$ cat config.mk
export PLATFORM = sky130hd
export DESIGN_NAME = pipe_adder
export DESIGN_NICKNAME = d
export VERILOG_FILES = /design/src/rtl/pipe_adder.sv
export SDC_FILE = /design/constraint.sdc
export NUM_CORES = 1
export LEC_CHECK = 0
export CAP_MARGIN = 40
export CORE_AREA = 5 5 143 145
export CTS_BUF_LIST = sky130_fd_sc_hd__clkbuf_8 sky130_fd_sc_hd__clkbuf_16
export DETAILED_ROUTE_END_ITERATION = 8
export DIE_AREA = 0 0 148 150
export PLACE_DENSITY = 0.66
export SKIP_LAST_GASP = 1
export SYNTH_ARGS = -nofsm -noshare
export SYNTH_HDL_FRONTEND = slang
export SYNTH_SLANG_ARGS = --single-unit
$ cat constraint.sdc
create_clock -name clk -period 5.31 [get_ports clk]
set_input_delay 0.531 -clock clk [delete_from_list [all_inputs] [get_ports clk]]
set_output_delay 0.531 -clock clk [all_outputs]
set_load 0.005 [all_outputs]
$ cat src/rtl/pipe_adder.sv
// Pipelined ripple-carry adder: one CW-bit chunk per stage, carry registered
// between stages, valid/ready handshake with a single global advance enable.
module pipe_adder #(
  parameter int WIDTH  = 32,
  parameter int STAGES = 4
) (
  input  logic             clk,
  input  logic             rst_n,
  input  logic             in_valid,
  output logic             in_ready,
  input  logic [WIDTH-1:0] a,
  input  logic [WIDTH-1:0] b,
  input  logic             c_in,
  output logic             out_valid,
  input  logic             out_ready,
  output logic [WIDTH-1:0] sum,
  output logic             c_out,
  output logic             overflow
);

  localparam int CW = WIDTH / STAGES;

  logic             advance;

  logic             valid_d [STAGES];
  logic             valid_q [STAGES];
  logic [WIDTH-1:0] a_d     [STAGES];
  logic [WIDTH-1:0] a_q     [STAGES];
  logic [WIDTH-1:0] b_d     [STAGES];
  logic [WIDTH-1:0] b_q     [STAGES];
  logic [WIDTH-1:0] sum_d   [STAGES];
  logic [WIDTH-1:0] sum_q   [STAGES];
  logic             carry_d [STAGES];
  logic             carry_q [STAGES];
  logic             ovf_d;
  logic             ovf_q;

  // Stage inputs: index 0 is the operand port, index k+1 is the register of stage k.
  logic             p_valid [STAGES+1];
  logic [WIDTH-1:0] p_a     [STAGES+1];
  logic [WIDTH-1:0] p_b     [STAGES+1];
  logic [WIDTH-1:0] p_sum   [STAGES+1];
  logic             p_carry [STAGES+1];
  logic [CW:0]      chunk;

  always_comb begin
    advance    = !valid_q[STAGES-1] || out_ready;

    p_valid[0] = in_valid;
    p_a[0]     = a;
    p_b[0]     = b;
    p_sum[0]   = '0;
    p_carry[0] = c_in;
    for (int unsigned k = 0; k < STAGES; k++) begin
      p_valid[k+1] = valid_q[k];
      p_a[k+1]     = a_q[k];
      p_b[k+1]     = b_q[k];
      p_sum[k+1]   = sum_q[k];
      p_carry[k+1] = carry_q[k];
    end

    chunk = '0;
    for (int unsigned k = 0; k < STAGES; k++) begin
      chunk = {1'b0, p_a[k][k*CW +: CW]} + {1'b0, p_b[k][k*CW +: CW]}
            + {{CW{1'b0}}, p_carry[k]};
      valid_d[k] = valid_q[k];
      a_d[k]     = a_q[k];
      b_d[k]     = b_q[k];
      sum_d[k]   = sum_q[k];
      carry_d[k] = carry_q[k];
      if (advance) begin
        valid_d[k]              = p_valid[k];
        a_d[k]                  = p_a[k];
        b_d[k]                  = p_b[k];
        sum_d[k]                = p_sum[k];
        sum_d[k][k*CW +: CW]    = chunk[CW-1:0];
        carry_d[k]              = chunk[CW];
      end
    end

    // Carry into the MSB is recovered as sum ^ a ^ b at that bit.
    ovf_d = ovf_q;
    if (advance) begin
      ovf_d = carry_d[STAGES-1] ^ sum_d[STAGES-1][WIDTH-1]
            ^ p_a[STAGES-1][WIDTH-1] ^ p_b[STAGES-1][WIDTH-1];
    end
  end

  always_ff @(posedge clk or negedge rst_n) begin
    if (!rst_n) begin
      for (int unsigned k = 0; k < STAGES; k++) begin
        valid_q[k] <= 1'b0;
        a_q[k]     <= '0;
        b_q[k]     <= '0;
        sum_q[k]   <= '0;
        carry_q[k] <= 1'b0;
      end
      ovf_q <= 1'b0;
    end else begin
      for (int unsigned k = 0; k < STAGES; k++) begin
        valid_q[k] <= valid_d[k];
        a_q[k]     <= a_d[k];
        b_q[k]     <= b_d[k];
        sum_q[k]   <= sum_d[k];
        carry_q[k] <= carry_d[k];
      end
      ovf_q <= ovf_d;
    end
  end

  assign in_ready  = advance;
  assign out_valid = valid_q[STAGES-1];
  assign sum       = sum_q[STAGES-1];
  assign c_out     = carry_q[STAGES-1];
  assign overflow  = ovf_q;

endmodule

Yosys cells after proc, flatten, opt, wreduce, memory -nomap -nowiden
Index checks and enable logic that the tools add are counted.
W data, S select, Z words.

operators by class
  reduce and logical (&&, ||, !) cells = 2
  $add $sub $neg = 8
  muxes and demuxes = 2
  bitwise gates (word level) = 3

operator list
  cell                number
  $add A8 B8 Y9       4
  $add A9 B1 Y9       4
  $mux W32            1
  $xor A1 B1 Y1       3
  $logic_not A1 Y1    1
  $logic_or A1 B1 Y1  1
  $mux W1             1

word-level totals
  flip-flop bits (word level) = 281
  word-level logic and storage cells = 35
  output and inout port bits = 36

Depth between registers and ports, before layout
  depth after elaboration = 6
  mapped depth = 10
  gate-level depth less buffers = 10

Least setup slack after synthesis
OpenSTA, ideal clock, no wires.

  path type = flip-flop to flip-flop
  start point = register a_q[56] in the netlist's numbering
  end point = register ovf_q, in the netlist overflow
  data arrival time = 2195 ps
  cell stages (with the launch flop) = 10
  buffers on the path = 0
  data required time = 5185 ps
  slack = 2990 ps
  library setup time = 125 ps
  path through = dfrtp_1 -> fa_1 -> inv_1 -> fa_1 -> nor2b_4 -> o2111ai_1 -> a31oi_1 -> nor2_1 -> xnor3_1 -> mux2_4

on the way
  word-level cells in the longest chain between the ends = 6
  elaborated cells on any way between the ends = 7
  those cells by class = 2 x add/sub; 2 x mux; 3 x bitwise

RTL lines
  item                                 RTL line  text
  start: declaration                   28        logic [WIDTH-1:0] a_q [STAGES];
  start signal: indexed assignment     102       a_q[k] <= a_d[k];
  $add A8 B8 Y9 (*)                    64        chunk = {1'b0, p_a[k][k*CW +: CW]} + {1'b0, p_b[k][k*CW +: CW]}
  $add A9 B1 Y9 (*)                    65        + {{CW{1'b0}}, p_carry[k]};
  $mux W1 or $mux W32 (tied branches)  71        if (advance) begin
  $xor A1 B1 Y1 (*)                    84        ovf_d = carry_d[STAGES-1] ^ sum_d[STAGES-1][WIDTH-1]
  $xor A1 B1 Y1 (*) (2 in series)      85        ^ p_a[STAGES-1][WIDTH-1] ^ p_b[STAGES-1][WIDTH-1];
  end signal: assignment               107       ovf_q <= ovf_d;
  end: declaration                     36        logic ovf_q;

Mark *: on every way between the ends. The rest lies on a longest branch, timed or not.
A chain may end at the register's enable or synchronous reset.

Final worst setup path
  start point = input out_ready
  end point = output in_ready

on the way
  word-level cells in the longest chain between the ends = 1

RTL lines
  item                RTL line  text
  start: declaration  15        input logic out_ready,
  $logic_or A1 B1 Y1  47        advance = !valid_q[STAGES-1] || out_ready;
  end: declaration    10        output logic in_ready,

No other way between the ends.

==> impl_results.md <==
* Outcome: completed
* Die H at roughly 150 µm
* Pwr Density at 571.1 mW/mm²
* Global-route wire length before repair at 26.86 mm
* Slew Limit Fails at 0
* Clock Latency Late Sink at roughly 0.42 ns
* Cell count after synthesis at about 940
* Setup repair after global routing missed its margin: no
* Post-synthesis mux area share at 0.2990%
* Largest family of logic cells by synthesized area: simple AND/OR/NAND/NOR gates
* Worst Path Max Fanout at ~80
* Final min period at 2.736 ns
* Clk pwr share at 20.7%
* CTS sink cnt at 185
* Initial Utilization at a little over two fifths
* Hold Path Class: input port to async pin
* DRC Markers at 0
* Clock root buffer: clkbuf_16
* Simple-Gate Fraction of Synth Area at 23.96%
* Cts bufs inserted at 17
* Antenna viol nets, final at 0
* Adder-cell share of the synthesized area at 6.099%
* CP Data Required Time at 4.78 ns
* Critical Path End Type: output pin
* Net Sw Frac at 34.65%
* Synth Area in XOR/XNOR at 2.048%
* Post-CTS setup buffer count at 0
* Clock Skew at 0.008990 ns
* Setup crit start: out_ready
* Fin cells at around 1200
* Register share of total power at about 41%
* Cts hold-fix bufs at 0
* VDD IR max at between 0.3 and 0.4 mV
* Top FF cell, synth: dfrtp_1
* Critical path class: input port to output pin
* Die W at roughly 150 µm
* CP arrival at 2.21 ns
* DR pass1 iterations at 4
* R2R setup slack at 2.80 ns
* Pin count of the biggest net entering global routing at 180
* Async S/R FF share, synth at 100.0%
* Worst-Margin Slew at 0.8216 ns
* Num rows at 51
* TritonCTS clock tree: yes
* Mapped Avg Cell Area at 8.924 µm²
* R2R cell count at 9
* R2r startpoint: a_q[56]
* Leak at 4.980 nW
* Final worst-path cycle share at about half
* Core area at 0.01908 mm²
* Via count at 5816
* P&R area growth vs syn at 18.40%
* Logic gate share of total power at 37.9%
* Int Pwr at between 0.003 and 0.004 W
* Port Buffers at roughly 100
* 1st-iter DRT viols at about 380
* FMAX at 365.5 MHz
* Clock slew at reported path FFs at 0.07 ns
* Startpoint types: input port
* Final setup vio count at 0
* DP Cell Count at 1211
* MaxCap Viol Count at 0
* DP HPWL at ~10 mm
* Post-synthesis compound-gate area fraction at 6.263%
* Filler cells at 1827
* Nets at 1097
* Setup TNS at 0 ns
* Overall Global Routing Usage at 14.72%
* Synth Cell Area at 0.008371 mm²
* Clk buf depth at 2
* I/O Pins at 105
* Vias in the first global route at 5764
* Grt total ovfl at 0
* Routed len/inst at between 10 and 15 µm
* Synth cell types at 38
* Synthesized Nets at 1043
* Max_slew headroom at 45.23%
* Sw power at 0.001962 W
* Seq/Total Area, Yosys at between 50% and 60%
* Fin. Hold Viols at 0
* Antenna cells at 0
* Post-Route WL at 15.24 mm
* Share of cells above drive strength 1 at 3.888%
* Initial antenna violation count at 1
* Post-synth EDFFs at 0
* Routability congestion estimate at about 0.78
* Resized cells post-CTS at 0
* Synth warnings at 0
* Vias per std cell at around 4.7
* H-Tree Level Count at 4
* Synth Register Bits at 185
* Die footprint at 0.02220 mm²
* R2R Path End: overflow
[state kept, by name, summed over array words and instances (netlist names)]
register,flops
a_q,48
b_q,48
c_out,1
carry_q,3
out_valid,1
overflow,1
p_sum,48
p_valid,3
sum,32
[cell usage after synthesis, types with 2 or more instances]
| cell | count | share of area, % |
|---|---|---|
| xor2_1 | 5 | 0.52 |
| nand2_1 | 460 | 21 |
| nand2b_1 | 2 | 0.15 |
| dfrtp_1 | 185 | 55 |
| o21ai_1 | 24 | 1.4 |
| o211ai_1 | 3 | 0.27 |
| xnor2_1 | 12 | 1.3 |
| inv_1 | 27 | 1.2 |
| nor2b_1 | 4 | 0.30 |
| and3_1 | 3 | 0.22 |
| nor3b_1 | 6 | 0.54 |
| nor2_1 | 23 | 1.0 |
| a221oi_1 | 3 | 0.31 |
| o31ai_1 | 6 | 0.54 |
| buf_4 | 32 | 2.9 |
| o221ai_1 | 2 | 0.21 |
| a21o_1 | 7 | 0.63 |
| a211o_1 | 3 | 0.31 |
| buf_1 | 5 | 0.22 |
| fa_1 | 8 | 1.9 |
| a21boi_1 | 4 | 0.36 |
| clkbuf_1 | 36 | 1.6 |
| nor3_1 | 3 | 0.18 |
| a31oi_1 | 3 | 0.22 |
| a21oi_1 | 26 | 1.6 |
| o21ai_0 | 2 | 0.12 |
| ha_1 | 28 | 4.2 |
| nand3b_1 | 6 | 0.54 |
[metrics by stage]
stage	cell area, µm²	hold slack (ns)	setup WS, ns	total power, W	util, %
floorplan	8371	0.2354	2.990	0.003995	-
global placement	9376	0.4485	2.555	0.004489	49.14
detailed placement	9376	0.4547	2.498	0.004560	49.14
CTS	9911	0.1720	2.547	0.005756	51.94
global route	9911	0.2066	2.489	0.006180	51.94
finish	9911	0.1451	2.574	0.005660	51.94
[metal layers]
metal / track usage (%) / vias up / wire length (µm)
met1: 18.44 / 2688 / 7099
li1: - / 3039 / -
met3: 3.089 / 15 / 534
met5: 0 / - / 13
met4: 4.711 / 2 / 180
met2: 25.60 / 72 / 7412
[power by group through the flow]
stage | combinational [W] | sequential, W | clock (W)
after floorplan | 0.00170 | 0.00229 | 0
after CTS | 0.00220 | 0.00235 | 0.00121
after global placement | 0.00214 | 0.00235 | 0
final | 0.00215 | 0.00234 | 0.00117
after global routing | 0.00249 | 0.00243 | 0.00126
after detailed placement | 0.00218 | 0.00238 | 0
[worst max-delay path by stage]
| stage | end | cells past startpoint |
|---|---|---|
| 4_1_cts | in_ready | 4 |
| 6_report | in_ready | 4 |
| 3_5_place_dp | carry_q[3] | 11 |
| 3_3_place_gp | p_sum[55] | 7 |
| 2_1_floorplan | overflow | 9 |
| 5_1_grt | in_ready | 4 |
[placed cells by master (no fill, tap or decap), drive strengths merged]
| master | n |
|---|---|
| xnor2 | 12 |
| o221ai | 2 |
| o21ai | 26 |
| mux2i | 1 |
| and3 | 3 |
| xnor3 | 1 |
| o211ai | 3 |
| a41oi | 1 |
| o31ai | 6 |
| ha | 28 |
| dfrtp | 185 |
| a21boi | 4 |
| nor3b | 6 |
| nand3b | 6 |
| bufinv | 1 |
| fa | 8 |
| a21o | 7 |
| nand2b | 2 |
| nor2 | 24 |
| a21oi | 26 |
| and2 | 1 |
| nor3 | 3 |
| xor2 | 5 |
| clkinvlp | 6 |
| clkinv | 1 |
| clkdlybuf4s50 | 103 |
| inv | 33 |
| o2111ai | 1 |
| nand2 | 460 |
| a31oi | 3 |
| buf | 5 |
| a211o | 3 |
| mux2 | 1 |
| nor2b | 5 |
| clkbuf | 18 |
| a221oi | 3 |
[kinds of logic after synthesis]
| logic type | after synthesis |
|---|---|
| flops | 185 |
| xor+xnor | 18 |
| fa+ha+maj | 36 |
| mux | 2 |
| buf+inv | 102 |
| simple gates | 510 |
| compound gates | 85 |
[worst max-delay path, stage by stage]
cell and delay (ns):
clkdlybuf4s50_1 0.51, nor2b_4 0.07, inv_6 0.40, clkdlybuf4s50_1 0.63
[layout make-up]
class | instances | area, µm² | share of cell area [%]
Multi-Input combinational cell | 651 | 3244 | 32.74
Clock inverter | 13 | 108.9 | 1.098
Tap cell | 238 | 297.8 | 3.005
Inverter | 28 | 110.1 | 1.111
Sequential cell | 185 | 4629 | 46.71
Clock buffer | 17 | 425.4 | 4.292
Timing Repair Buffer | 109 | 1095 | 11.05
Note: power is estimated with default switching activity, not from simulation.
